File: src/rtl/score_bcd_conv.sv
// Sequential double-dabble converter: captures a binary score on start and
// produces four registered BCD digits IN_W clocks later, saturating at MAX_VAL.
module score_bcd_conv #(
  parameter int IN_W    = 15,
  parameter int MAX_VAL = 9999
) (
  input  logic            clk,
  input  logic            reset,
  input  logic            start,
  input  logic [IN_W-1:0] score,
  output logic            busy,
  output logic            done,
  output logic            overflow,
  output logic [3:0]      score1,
  output logic [3:0]      score2,
  output logic [3:0]      score3,
  output logic [3:0]      score4
);

  localparam int CNT_W = $clog2(IN_W + 1);
  localparam logic [IN_W-1:0] MAX_VAL_W = IN_W'(MAX_VAL);

  typedef enum logic [0:0] {
    IDLE,
    SHIFT
  } state_t;

  state_t          state_q;
  logic [IN_W-1:0] bin_q;
  logic [IN_W-1:0] bin_d;
  logic [15:0]     bcd_q;
  logic [15:0]     bcd_d;
  logic [15:0]     bcd_adj;
  logic [IN_W+15:0] shifted;
  logic [CNT_W-1:0] cnt_q;
  logic            ovf_q;
  logic            score_over;

  logic            busy_q;
  logic            done_q;
  logic            overflow_q;
  logic [15:0]     digits_q;

  assign score_over = (score > MAX_VAL_W);

  // Each nibble is corrected from its pre-iteration value, then the whole
  // {bcd, bin} pair shifts left; nibble adds never carry into a neighbour.
  always_comb begin
    bcd_adj = bcd_q;
    for (int i = 0; i < 4; i++) begin
      if (bcd_q[4*i +: 4] >= 4'd5) begin
        bcd_adj[4*i +: 4] = bcd_q[4*i +: 4] + 4'd3;
      end
    end
    shifted = {bcd_adj, bin_q} << 1;
    bcd_d   = shifted[IN_W+15 -: 16];
    bin_d   = shifted[IN_W-1:0];
  end

  always_ff @(posedge clk) begin
    if (reset) begin
      state_q    <= IDLE;
      bin_q      <= '0;
      bcd_q      <= '0;
      cnt_q      <= '0;
      ovf_q      <= 1'b0;
      busy_q     <= 1'b0;
      done_q     <= 1'b0;
      overflow_q <= 1'b0;
      digits_q   <= '0;
    end else begin
      done_q <= 1'b0;
      case (state_q)
        IDLE: begin
          if (start) begin
            bin_q   <= score_over ? MAX_VAL_W : score;
            ovf_q   <= score_over;
            bcd_q   <= '0;
            cnt_q   <= CNT_W'(IN_W);
            busy_q  <= 1'b1;
            state_q <= SHIFT;
          end
        end
        SHIFT: begin
          bcd_q <= bcd_d;
          bin_q <= bin_d;
          cnt_q <= cnt_q - CNT_W'(1);
          // The last iteration publishes straight from the next-state value,
          // so partial accumulator contents never reach the digit outputs.
          if (cnt_q == CNT_W'(1)) begin
            digits_q   <= bcd_d;
            overflow_q <= ovf_q;
            done_q     <= 1'b1;
            busy_q     <= 1'b0;
            state_q    <= IDLE;
          end
        end
        default: state_q <= IDLE;
      endcase
    end
  end

  assign busy     = busy_q;
  assign done     = done_q;
  assign overflow = overflow_q;
  assign score1   = digits_q[15:12];
  assign score2   = digits_q[11:8];
  assign score3   = digits_q[7:4];
  assign score4   = digits_q[3:0];

endmodule

File: config.mk
export PLATFORM = sky130hd
export DESIGN_NAME = score_bcd_conv
export DESIGN_NICKNAME = d
export VERILOG_FILES = /design/src/rtl/score_bcd_conv.sv
export SDC_FILE = /design/constraint.sdc
export NUM_CORES = 1
export LEC_CHECK = 0
export CAP_MARGIN = 5
export CELL_PAD_IN_SITES_DETAIL_PLACEMENT = 1
export CELL_PAD_IN_SITES_GLOBAL_PLACEMENT = 1
export CORE_MARGIN = 2
export CORE_UTILIZATION = 44
export DETAILED_ROUTE_END_ITERATION = 8
export GPL_ROUTABILITY_DRIVEN = 1
export PLACE_DENSITY_LB_ADDON = 0.25
export SYNTH_ARGS = -nofsm -noshare
export SYNTH_HDL_FRONTEND = slang
export SYNTH_SLANG_ARGS = --single-unit
File: constraint.sdc
create_clock -name clk -period 4.7 [get_ports clk]
set_clock_uncertainty 0.15 [all_clocks]
set_input_delay 0.47 -clock clk [delete_from_list [all_inputs] [get_ports clk]]
set_output_delay 0.47 -clock clk [all_outputs]
set_load 0.05 [all_outputs]
==> impl_metrics.yaml <==
setup_path:
  cp.arrival_ps: 2610
  cp_max_fo: 34
  rrSetupSlack_ps: 2690
  endpoint_kind: "flop"
  worst_setup_path_start_kind: "primary input"
  path_class: "in -> reg"
  worstPathRequired_ps: 4780
drt:
  wl_per_cell_um: 15.86
  dr.pass1.iters: 4
  drt-total-wl_um: 6108
  first_iter_violations: 59
  vias_per_cell: 5.691
  vias: 2191
  drtAntennaViolNets: 0
  drc: 0
power_and_ir_drop:
  pwr-share-clk_pct: 30.8
  p_int_w: 0.0006486
  power_switching_w: 0.0002492
  power.share.sequential_pct: 56.6
  ir_drop_mv: 0.1766
  total_power_w: 0.0008978
  powerDensity_mw_per_mm2: 294.4
  power_frac_comb_pct: 12.6
  p_sw_share_pct: 27.76
  power.leakage_nw: 1.062
sta:
  fin_setup_tns_ps: 0
  period_needed_ps: 2530
  hold_viol: 0
  setup_viol: 0
  max_freq_mhz: 395.3
  tightest_slew_ps: 1121
  fin_ws_ps: 2170
  drv_slew: 0
  slew_headroom_pct: 25.01
  finalCritPeriodShare_pct: 53.82
  rsz0062_at_grt: "no"
cells_and_area:
  fin_nets: 340
  insertedDiodeCount: 0
  fillCellCount: 674
  seq_area_mm2: 0.001122
  area_growth_pct: 18.24
  layout_commonest_cell: "dfxtp_1"
  drive_above_1_share_pct: 7.348
  multiInputGateArea_mm2: 0.001303
  fin_cells: 385
  final_cell_mix: "55 x dfxtp_1, 36 x clkdlybuf4s50_1, 30 x nor2_1"
synth:
  synthFlopType: "dfxtp_1"
  synth-edff-count: 0
  syn-num-nets: 313
  synth_cells: 285
  netlist_area_mm2: 0.002579
  postSynthAreaPerCell_um2: 9.048
  yosys_register_bits: 56
  ys_async_sr_fraction_pct: 0
  seq_area_frac_synth_pct: 43.47
  synth_cell_types: 36
  ys_warn_count: 0
place:
  gp_congestion: 0.7480
  dp_hpwl_um: 4122
  dpl_worst_slack_ps: 1821
  placedCellCount: 377
  portBuffers: 36
cts:
  post_cts_buffers: 0
  clk-insertion-delay-late_ps: 320
  hold_buffers: 0
  cts-root-buf: "clkbuf_8"
  numCtsBuffers: 5
  cts_resized: 0
  cts.sinks: 56
  clockBufferDepth: 2
  clk_pin_slew_ps: 120
  cts_tree: "yes"
  h-tree-depth: 2
die:
  num_rows: 27
  coreArea_mm2: 0.005574
  initial_core_util_pct: 46.26
  die-area_mm2: 0.006489
  die_w_um: 80.56
  ios: 37
  die_h_um: 80.56
global_routing:
  grt_pass1_vias: 2293
  antenna_found_initial: 0
  grtUsageTotal_pct: 21.57
  grt_max_degree: 57
  overflow: 0
  grt_first_pass_wirelength_um: 10870
status:
  status: "finished clean"
flow_run:
  cap_violations: 0
worst_hold_path:
  min_path_type: "reg -> reg"
[critical path: stages]
cell             delay (ps)
clkdlybuf4s50_1         990
nor3b_1                 570
and2_1                  230
nand2b_1                210
o2bb2ai_1               140
[state kept, by name, summed over array words and instances (netlist names)]
name	flops
bcd_q	16
digits_q	16
bin_q	15
cnt_q	4
busy	1
done	1
overflow	1
ovf_q	1
state_q	1
[final timing paths]
kind / from / endpoint / depth (start not counted)
worst max-delay path: reset / bin_q[6] / 5
worst min register to register: digits_q[6] / digits_q[6] / 2
worst min-delay path: digits_q[6] / digits_q[6] / 2
worst max register to register: state_q / bin_q[6] / 5
[layer usage]
layer,up-vias,global-route usage [%],share of wire (%)
met3,7,4.494,2.2
met4,0,6.610,1.4
met2,18,37.92,50
met1,1096,26.27,46
met5,-,0,0
li1,1070,-,-
[synth_stat cells (all sizes together), types with 10 or more instances]
cell	n	area share [%]
ha	10	4.9
nand2b	16	3.9
nor2	30	4.4
mux2i	10	3.9
inv	16	2.3
o21ai	15	2.9
nand2	11	1.7
o32ai	11	3.7
buf	13	2.8
a21oi	24	4.7
nor3b	12	3.5
dfxtp	56	43
[kinds of logic (layout without fill, tap and decap cells)]
family	count (synthesis)	after routing	synth area share, %
AO/OA/AOI/OAI	81	81	21.16
XOR/XNOR	4	4	1.358
adder cells (fa/ha/maj)	10	10	4.852
buffers and inverters	35	63	6.017
flip-flops	56	56	43.47
multiplexers	15	15	6.065
AND/OR/NAND/NOR	84	84	17.08
[per-stage QoR]
step | utilization (%) | hold WS [ps] | area, um2
detailed placement | 53.06 | 326.5 | 2958
finish | 54.70 | 340.8 | 3049
floorplan | - | 299.0 | 2579
global placement | 53.06 | 314.1 | 2958
CTS | 54.70 | 345.4 | 3049
global route | 54.70 | 364.0 | 3049
[power groups by stage]
| stage | Clock [W] | Sequential, W | Combinational, W |
|---|---|---|---|
| 2_1_floorplan | 0 | 0.000526 | 0.0000682 |
| 3_3_place_gp | 0 | 0.000518 | 0.000111 |
| 3_5_place_dp | 0 | 0.000519 | 0.000114 |
| 4_1_cts | 0.000282 | 0.000508 | 0.000115 |
| 5_1_grt | 0.000300 | 0.000512 | 0.000125 |
| 6_report | 0.000276 | 0.000508 | 0.000113 |
[final cells by class]
type / instances / share of cell area (%)
clock buffers: 5 / 2.257
clock inverters: 3 / 0.7386
inverters: 16 / 1.970
multi-input cells: 194 / 42.72
flip-flops and latches: 56 / 36.81
well taps: 72 / 2.954
repair buffers: 39 / 12.56
No activity file was read; power rests on OpenSTA's default activity.
